<file path="src/rtl/pts_ctrl_pkg.sv">
// ---------------------------------------------------------------------------
// pts_ctrl_pkg
//   Shared types and helpers for the parallel-to-serial transmit controller.
//
//   Contents:
//     state_e      - controller state encoding (IDLE, LOAD, SHIFT, GAP)
//     ST_*         - plain logic constants carrying the same encoding, for
//                    code that keeps its state register as raw logic
//     grant_t      - requester identifier (0 or 1)
//     GRANT_REQ*   - named grant values
//     cnt_width()  - counter width for a modulo-N counter, never below 1 bit
//
//   Optional feature macro (consumed by pts_tx_ctrl): PTS_CTRL_GAP_EN
// ---------------------------------------------------------------------------
package pts_ctrl_pkg;

  typedef enum logic [1:0] {
    IDLE  = 2'd0,
    LOAD  = 2'd1,
    SHIFT = 2'd2,
    GAP   = 2'd3
  } state_e;

  localparam logic [1:0] ST_IDLE  = IDLE;
  localparam logic [1:0] ST_LOAD  = LOAD;
  localparam logic [1:0] ST_SHIFT = SHIFT;
  localparam logic [1:0] ST_GAP   = GAP;

  typedef logic grant_t;

  localparam grant_t GRANT_REQ0 = 1'b0;
  localparam grant_t GRANT_REQ1 = 1'b1;

  // Width of a counter that must represent 0..modulus-1. A modulus of 1 or 2
  // still gets one bit so the counter register always exists.
  function automatic int cnt_width(input int modulus);
    return (modulus <= 2) ? 1 : $clog2(modulus);
  endfunction

endpackage : pts_ctrl_pkg

</file>
<file path="src/rtl/pts_bit_timer.sv">
// ---------------------------------------------------------------------------
// pts_bit_timer
//   Modulo-MODULUS cycle counter. Counts 0..MODULUS-1 while enabled and wraps
//   back to 0 after the terminal value; never runs past the terminal count.
//   Used for the per-bit hold time and, when enabled, the inter-frame gap.
//
//   Parameters:
//     MODULUS  number of cycles per period (>=1)
//
//   Ports:
//     clk  in   system clock, rising edge
//     rst  in   synchronous active-high reset, clears the count
//     clr  in   synchronous clear, takes priority over en
//     en   in   advance the count this cycle
//     tc   out  count is at MODULUS-1 (terminal count), unqualified by en
// ---------------------------------------------------------------------------
module pts_bit_timer
  import pts_ctrl_pkg::*;
#(
  parameter int MODULUS = 4
) (
  input  logic clk,
  input  logic rst,
  input  logic clr,
  input  logic en,
  output logic tc
);

  localparam int             CNT_W = cnt_width(MODULUS);
  localparam logic [CNT_W-1:0] LAST = CNT_W'(MODULUS - 1);

  logic [CNT_W-1:0] cnt;

  // NOTE: state registers use non-blocking assignments so every flop samples
  // the values from before the edge, independent of block evaluation order.
  always_ff @(posedge clk) begin
    if (rst || clr) begin
      cnt <= '0;
    end else if (en) begin
      cnt <= tc ? '0 : cnt + CNT_W'(1);
    end
  end

  // With MODULUS=1 the count is pinned at 0, so tc is permanently high.
  assign tc = (cnt == LAST);

endmodule : pts_bit_timer

</file>
<file path="src/rtl/pts_tx_ctrl.sv">
// ---------------------------------------------------------------------------
// pts_tx_ctrl
//   Sequencer and two-way round-robin arbiter in front of a parallel-to-serial
//   shift register. A granted word is loaded in one LOAD cycle, then SHIFT
//   holds each bit for CLKS_PER_BIT cycles, pulsing the shift strobe between
//   bits and raising done in the final cycle of the last bit.
//
//   Optional feature: define PTS_CTRL_GAP_EN to insert GAP_BITS*CLKS_PER_BIT
//   idle cycles (GAP state, busy high, readys low) after every frame. Without
//   the macro the GAP state and its timer are not built and GAP_BITS is only
//   range-checked.
//
//   Parameters:
//     NUM_BITS      word width / bits per frame (>=2)
//     CLKS_PER_BIT  cycles each bit is held (>=1)
//     GAP_BITS      idle bit periods between frames (>=1, feature only)
//
//   Ports:
//     clk              in   system clock, rising edge
//     rst              in   synchronous active-high reset
//     req0_valid       in   requester 0 offers a word
//     req0_data        in   requester 0 word
//     req0_ready       out  requester 0 accepted (combinational, IDLE only)
//     req1_valid       in   requester 1 offers a word
//     req1_data        in   requester 1 word
//     req1_ready       out  requester 1 accepted (combinational, IDLE only)
//     sr_load_enable   out  shift register parallel load strobe
//     sr_shift_enable  out  shift register shift strobe
//     sr_parallel_in   out  word presented to the shift register
//     grant_id         out  requester owning the current or last frame
//     busy             out  high in LOAD, SHIFT and GAP
//     done             out  one-cycle pulse in the last cycle of the last bit
// ---------------------------------------------------------------------------
module pts_tx_ctrl
  import pts_ctrl_pkg::*;
#(
  parameter int NUM_BITS     = 8,
  parameter int CLKS_PER_BIT = 4,
  parameter int GAP_BITS     = 1
) (
  input  logic                clk,
  input  logic                rst,
  input  logic                req0_valid,
  input  logic [NUM_BITS-1:0] req0_data,
  output logic                req0_ready,
  input  logic                req1_valid,
  input  logic [NUM_BITS-1:0] req1_data,
  output logic                req1_ready,
  output logic                sr_load_enable,
  output logic                sr_shift_enable,
  output logic [NUM_BITS-1:0] sr_parallel_in,
  output logic                grant_id,
  output logic                busy,
  output logic                done
);

  localparam int               BIT_W    = cnt_width(NUM_BITS);
  localparam logic [BIT_W-1:0] LAST_BIT = BIT_W'(NUM_BITS - 1);

  if (NUM_BITS < 2 || CLKS_PER_BIT < 1 || GAP_BITS < 1) begin : g_bad_params
    $error("pts_tx_ctrl: NUM_BITS>=2, CLKS_PER_BIT>=1, GAP_BITS>=1 required");
  end

  // -------------------------------------------------------------------------
  // Registers
  // -------------------------------------------------------------------------
  logic [1:0]          state;
  logic [1:0]          state_nxt;
  grant_t              last_grant;   // round-robin pointer
  grant_t              grant_q;
  logic [NUM_BITS-1:0] hold_q;
  logic [BIT_W-1:0]    bit_cnt;

  // -------------------------------------------------------------------------
  // Decoded conditions
  // -------------------------------------------------------------------------
  logic is_idle;
  logic is_load;
  logic is_shift;
  logic bit_tc;
  logic sel0;
  logic sel1;
  logic accept;
  logic shift_step;
  logic frame_end;

  assign is_idle  = (state == ST_IDLE);
  assign is_load  = (state == ST_LOAD);
  assign is_shift = (state == ST_SHIFT);

  // -------------------------------------------------------------------------
  // Round-robin arbiter: a lone requester always wins; on a tie the
  // requester that was not granted last time wins. Reset points the pointer
  // at requester 1 so requester 0 wins the first tie.
  // -------------------------------------------------------------------------
  // NOTE: every signal written in always_comb gets a default first, so no
  // path through the block leaves it unassigned and no latch is inferred.
  always_comb begin
    sel0 = req0_valid;
    sel1 = req1_valid;
    if (req0_valid && req1_valid) begin
      sel0 = (last_grant == GRANT_REQ1);
      sel1 = (last_grant == GRANT_REQ0);
    end
  end

  assign req0_ready = is_idle && sel0;
  assign req1_ready = is_idle && sel1;
  assign accept     = (req0_valid && req0_ready) || (req1_valid && req1_ready);

  // -------------------------------------------------------------------------
  // Bit timing. The timer is cleared in LOAD so bit 0 gets a full period
  // starting with the first SHIFT cycle.
  // -------------------------------------------------------------------------
  pts_bit_timer #(
    .MODULUS (CLKS_PER_BIT)
  ) u_bit_timer (
    .clk (clk),
    .rst (rst),
    .clr (is_load),
    .en  (is_shift),
    .tc  (bit_tc)
  );

  assign shift_step = is_shift && bit_tc && (bit_cnt != LAST_BIT);
  assign frame_end  = is_shift && bit_tc && (bit_cnt == LAST_BIT);

  // -------------------------------------------------------------------------
  // Optional inter-frame gap
  // -------------------------------------------------------------------------
`ifdef PTS_CTRL_GAP_EN
  localparam logic [1:0] ST_AFTER_FRAME = ST_GAP;

  logic is_gap;
  logic not_gap;
  logic gap_tc;

  assign is_gap  = (state == ST_GAP);
  assign not_gap = !is_gap;

  // Held in clear outside GAP so every gap starts from zero.
  pts_bit_timer #(
    .MODULUS (GAP_BITS * CLKS_PER_BIT)
  ) u_gap_timer (
    .clk (clk),
    .rst (rst),
    .clr (not_gap),
    .en  (is_gap),
    .tc  (gap_tc)
  );
`else
  localparam logic [1:0] ST_AFTER_FRAME = ST_IDLE;
`endif

  // -------------------------------------------------------------------------
  // Next-state logic
  // -------------------------------------------------------------------------
  always_comb begin
    state_nxt = state;
    case (state)
      ST_IDLE:  if (accept)    state_nxt = ST_LOAD;
      ST_LOAD:                 state_nxt = ST_SHIFT;
      ST_SHIFT: if (frame_end) state_nxt = ST_AFTER_FRAME;
`ifdef PTS_CTRL_GAP_EN
      ST_GAP:   if (gap_tc)    state_nxt = ST_IDLE;
`endif
      default:                 state_nxt = ST_IDLE;
    endcase
  end

  // -------------------------------------------------------------------------
  // Sequential state
  // -------------------------------------------------------------------------
  always_ff @(posedge clk) begin
    if (rst) begin
      // NOTE: the holding register is reset as well because it drives
      // sr_parallel_in directly and that output must read 0 out of reset.
      state      <= ST_IDLE;
      last_grant <= GRANT_REQ1;
      grant_q    <= GRANT_REQ0;
      hold_q     <= '0;
      bit_cnt    <= '0;
    end else begin
      state <= state_nxt;

      if (accept) begin
        hold_q     <= req1_ready ? req1_data : req0_data;
        grant_q    <= req1_ready ? GRANT_REQ1 : GRANT_REQ0;
        last_grant <= req1_ready ? GRANT_REQ1 : GRANT_REQ0;
      end

      if (is_load) begin
        bit_cnt <= '0;
      end else if (shift_step) begin
        bit_cnt <= bit_cnt + BIT_W'(1);
      end
    end
  end

  // -------------------------------------------------------------------------
  // Outputs
  // -------------------------------------------------------------------------
  assign sr_load_enable  = is_load;
  assign sr_shift_enable = shift_step;
  assign sr_parallel_in  = hold_q;
  assign grant_id        = grant_q;
  assign busy            = !is_idle;
  assign done            = frame_end;

endmodule : pts_tx_ctrl

</file>
<file path="config.mk">
export PLATFORM = sky130hd
export DESIGN_NAME = pts_tx_ctrl
export DESIGN_NICKNAME = d
export VERILOG_FILES = /design/src/rtl/pts_ctrl_pkg.sv /design/src/rtl/pts_bit_timer.sv /design/src/rtl/pts_tx_ctrl.sv
export SDC_FILE = /design/constraint.sdc
export NUM_CORES = 1
export LEC_CHECK = 0
export BUFFER_PORTS_ARGS = -buffer_cell sky130_fd_sc_hd__buf_4
export CORE_MARGIN = 5
export CORE_UTILIZATION = 46
export DETAILED_ROUTE_END_ITERATION = 10
export PLACE_DENSITY = 0.89
export REMOVE_ABC_BUFFERS = 1
export SLEW_MARGIN = 20
export SYNTH_ARGS = -nofsm -noshare
export SYNTH_HDL_FRONTEND = slang
export SYNTH_SLANG_ARGS = --single-unit
</file>
<file path="constraint.sdc">
create_clock -name clk -period 1.8 [get_ports clk]
set_clock_uncertainty 0.15 [all_clocks]
set_input_delay 0.18 -clock clk [delete_from_list [all_inputs] [get_ports clk]]
set_output_delay 0.18 -clock clk [all_outputs]
set_load 0.01 [all_outputs]
</file>
==> results.yml <==
pwr:
  peakVddDrop_v: 0.000472
  cellPowerDensity_nw_per_um2: 759
  cellLeakagePower_nw: 0.507
global_route:
  globalRouteTotalUtil: 0.165
  met3_usage: 0.0427
  grt_met2_usage: 0.304
  final_global_route_overflow_total: 0
  grt_first_pass_wirelength_microns: 3410
  gr-max-usage-layer: "met2"
  grt_max_degree: 16
  grt_pass1_vias: 818
  grt_util_met1: 0.171
  grt_antenna_before_repair: 0
critical_path:
  timing.critical_path.arrival_ps: 1410
  cp_max_fo: 2
  crit_path_cell_trace: "ha_1 > ha_2 > and4bb_4 > buf_4"
  crit_path_start: "bit_cnt[0]"
  depth_of_the_worst_register_to_register_path: 6
  worstReg2RegEnd: "bit_cnt[2]"
  required_ps: 1470
  critPathMaxStageDelay_ps: 340
  r2r_start: "bit_cnt[0]"
  worstSetupEndpointType: "primary output"
  critical_path_class: "flop to primary output"
  regToRegSetupSlack_ps: 190
  worst_path_dominant_cell_family: "adder cells"
  path_buf_inv: 1
  critPathLaunchType: "flop"
  timing.critical_path.slowest_stage_cell: "sky130_fd_sc_hd__dfxtp_2"
synth:
  syn-mean-instance-area_sq_um: 9.11
  number_of_enable_type_register_cells_in_the_synthesized_netlist: 0
  synth.ff_latch_count: 17
  async_reset_ff_frac: 0
  synth.cell_area_sq_um: 838
  synth_flop_cell: "sky130_fd_sc_hd__dfxtp_1"
  netlist_top_cells_area: "sky130_fd_sc_hd__dfxtp_1 (41%), sky130_fd_sc_hd__nand3_1 (9.6%), sky130_fd_sc_hd__a31oi_1 (6.0%)"
  yosysUniqueCellTypes: 30
  yosysWarnings: 0
  synth_seq_area_share: 0.406
  fraction_of_synthesized_cell_area_taken_by_the_top_area_cell_type: 0.406
  synthDominantAreaCellType: "sky130_fd_sc_hd__dfxtp_1"
  synthesis.instances: 92
clock_network:
  cts_inserted_buffers: 3
  cts_max_path_buffers: 2
  root_buffer: "sky130_fd_sc_hd__clkbuf_4"
  clock_latency_ps: 300
  cts_max_level: 1
  cts-hold-fix-buffers: 0
  cts_tree: "built"
  worst_setup_hold_path_clk_slew_ps: 100
  cts_num_sinks: 17
timing:
  setup_total_negative_slack_ps: 0
  relSlewSlack: 0.668
  setup-violations-final: 0
  rsz0062_at_grt: "false"
  slew_viol_final: 0
  max_freq_mhz: 576
  worst-slew-pin-transition_ps: 496
  fin_crit_sh: 0.965
  layout_min_cycle_time_ps: 1740
  report.final.hold_viol_count: 0
detailed_routing:
  detail_route.iter0.violations: 28
  drt.antenna.violating_nets: 0
  routedWlPerCell_microns: 13.5
  routed_wl_microns: 2110
  firstDrtPassIters: 4
  num_vias: 841
  drcViolationCount: 0
  post_drt_via_cell_ratio: 5.39
finish:
  commonest_non_fill_non_tap_cell_in_the_layout: "sky130_fd_sc_hd__buf_4"
  n_antenna_cell: 0
  finalCoreUtilization: 0.677
  finalNetCount: 155
  flow.area_growth_from_synthesis_pct: 39.4
  most-common-layout-cells: "sky130_fd_sc_hd__buf_4 (41), sky130_fd_sc_hd__nand3_1 (16), sky130_fd_sc_hd__dfxtp_1 (16)"
  num-fill-cells: 157
  drive_gt1_frac: 0.443
die:
  row_count: 15
  core-area_sq_um: 1730
  floorplan_die_height_microns: 52.7
  horizontal_die_dimension_microns: 52.7
  die_area_sq_um: 2780
  initial_utilization: 0.486
  pin_count: 35
hold_path:
  worst_hold_path_type: "input port to flop"
  hp-start: "req0_data[4]"
  worst_hold_path.num_cells: 3
  timing.hold.worst_endpoint: "sr_parallel_in[4]"
flow_run:
  maxCapViolations: 0
status:
  status: "finished, final reports clean"
placed_design:
  io_buffers: 34
  place_hpwl_microns: 1600
  globalplace.congestion: 0.772
==> kinds of logic after synthesis <==
logic type,synth area share
adder cells (fa/ha/maj),0.0448
buffers and inverters,0.0567
multiplexers,0.0373
XOR/XNOR,0.0104
AND/OR/NAND/NOR,0.267
AO/OA/AOI/OAI,0.178
flip-flops,0.406
==> worst register-to-register path, delay by kind of cell (launching register included) <==
kind	cells	cell delay, ps
muxes	1	190
adders and majority gates	2	360
DFF	1	340
buffers and inverters	1	130
and+or+nand+nor	2	350
==> state kept, by name, summed over array words and instances (netlist names) <==
signal,cells
last_grant,1
bit_cnt,3
u_bit_timer.cnt,2
grant_id,1
state,2
sr_parallel_in,8
==> per-layer routing <==
| metal | up-vias | wire length [microns] |
|---|---|---|
| li1 | 414 | - |
| met5 | - | 0 |
| met3 | 5 | 153 |
| met4 | 0 | 40 |
| met2 | 35 | 1050 |
| met1 | 387 | 866 |
==> how the worst max path moves through the flow <==
stage / to / slack, ps / cells after the start
after floorplan: bit_cnt[1] / 270 / 5
after global placement: bit_cnt[1] / 270 / 5
after detailed placement: bit_cnt[2] / 200 / 5
after CTS: sr_shift_enable / 20 / 4
after global routing: busy / 10 / 3
final: sr_shift_enable / 60 / 4
==> metrics by stage <==
| stage | power, mW | setup slack, ps | std cells | hold WS [ps] | instance area, sq um |
|---|---|---|---|---|---|
| after floorplan | 0.548 | 272 | 86 | 99.1 | 798 |
| after global placement | 0.666 | 275 | 148 | 315 | 1110 |
| after detailed placement | 0.672 | 199 | 148 | 322 | 1110 |
| after CTS | 0.876 | 24.0 | 153 | 5.43 | 1140 |
| after global routing | 0.931 | 13.7 | 156 | 5.61 | 1170 |
| final | 0.886 | 63.0 | 156 | 2.08 | 1170 |
==> cell type report <==
| cell class | instances | area [sq um] | area share |
|---|---|---|---|
| Multi-Input combinational cell | 67 | 453 | 0.388 |
| Sequential cell | 17 | 342 | 0.292 |
| Timing Repair Buffer | 41 | 308 | 0.263 |
| Tap cell | 25 | 31.3 | 0.0268 |
| Clock buffer | 3 | 22.5 | 0.0193 |
| Inverter | 2 | 7.51 | 0.00642 |
| Clock inverter | 1 | 5.00 | 0.00428 |
==> timing repair <==
item,in CTS,in global routing
endpoints found under the setup margin,1,4
gates resized for setup,0,3
pin swaps,1,2
setup buffers,1,3
==> where the power goes <==
part           switching [mW]  internal, mW  leakage [nW]
Clock                   0.125        0.0828        0.0177
Sequential             0.0312         0.405         0.140
Combinational           0.110         0.132         0.349
==> cell usage after synthesis (2+ instances only) <==
library cell,instances
sky130_fd_sc_hd__nor3_1,3
sky130_fd_sc_hd__a21oi_1,3
sky130_fd_sc_hd__ha_1,3
sky130_fd_sc_hd__nand3_1,16
sky130_fd_sc_hd__o21ai_0,9
sky130_fd_sc_hd__a31oi_1,8
sky130_fd_sc_hd__buf_6,2
sky130_fd_sc_hd__buf_2,2
sky130_fd_sc_hd__nor2_1,6
sky130_fd_sc_hd__clkbuf_1,2
sky130_fd_sc_hd__dfxtp_1,17
sky130_fd_sc_hd__nor3b_1,2
sky130_fd_sc_hd__mux2i_1,2
Note: power is estimated with default switching activity, not from simulation.
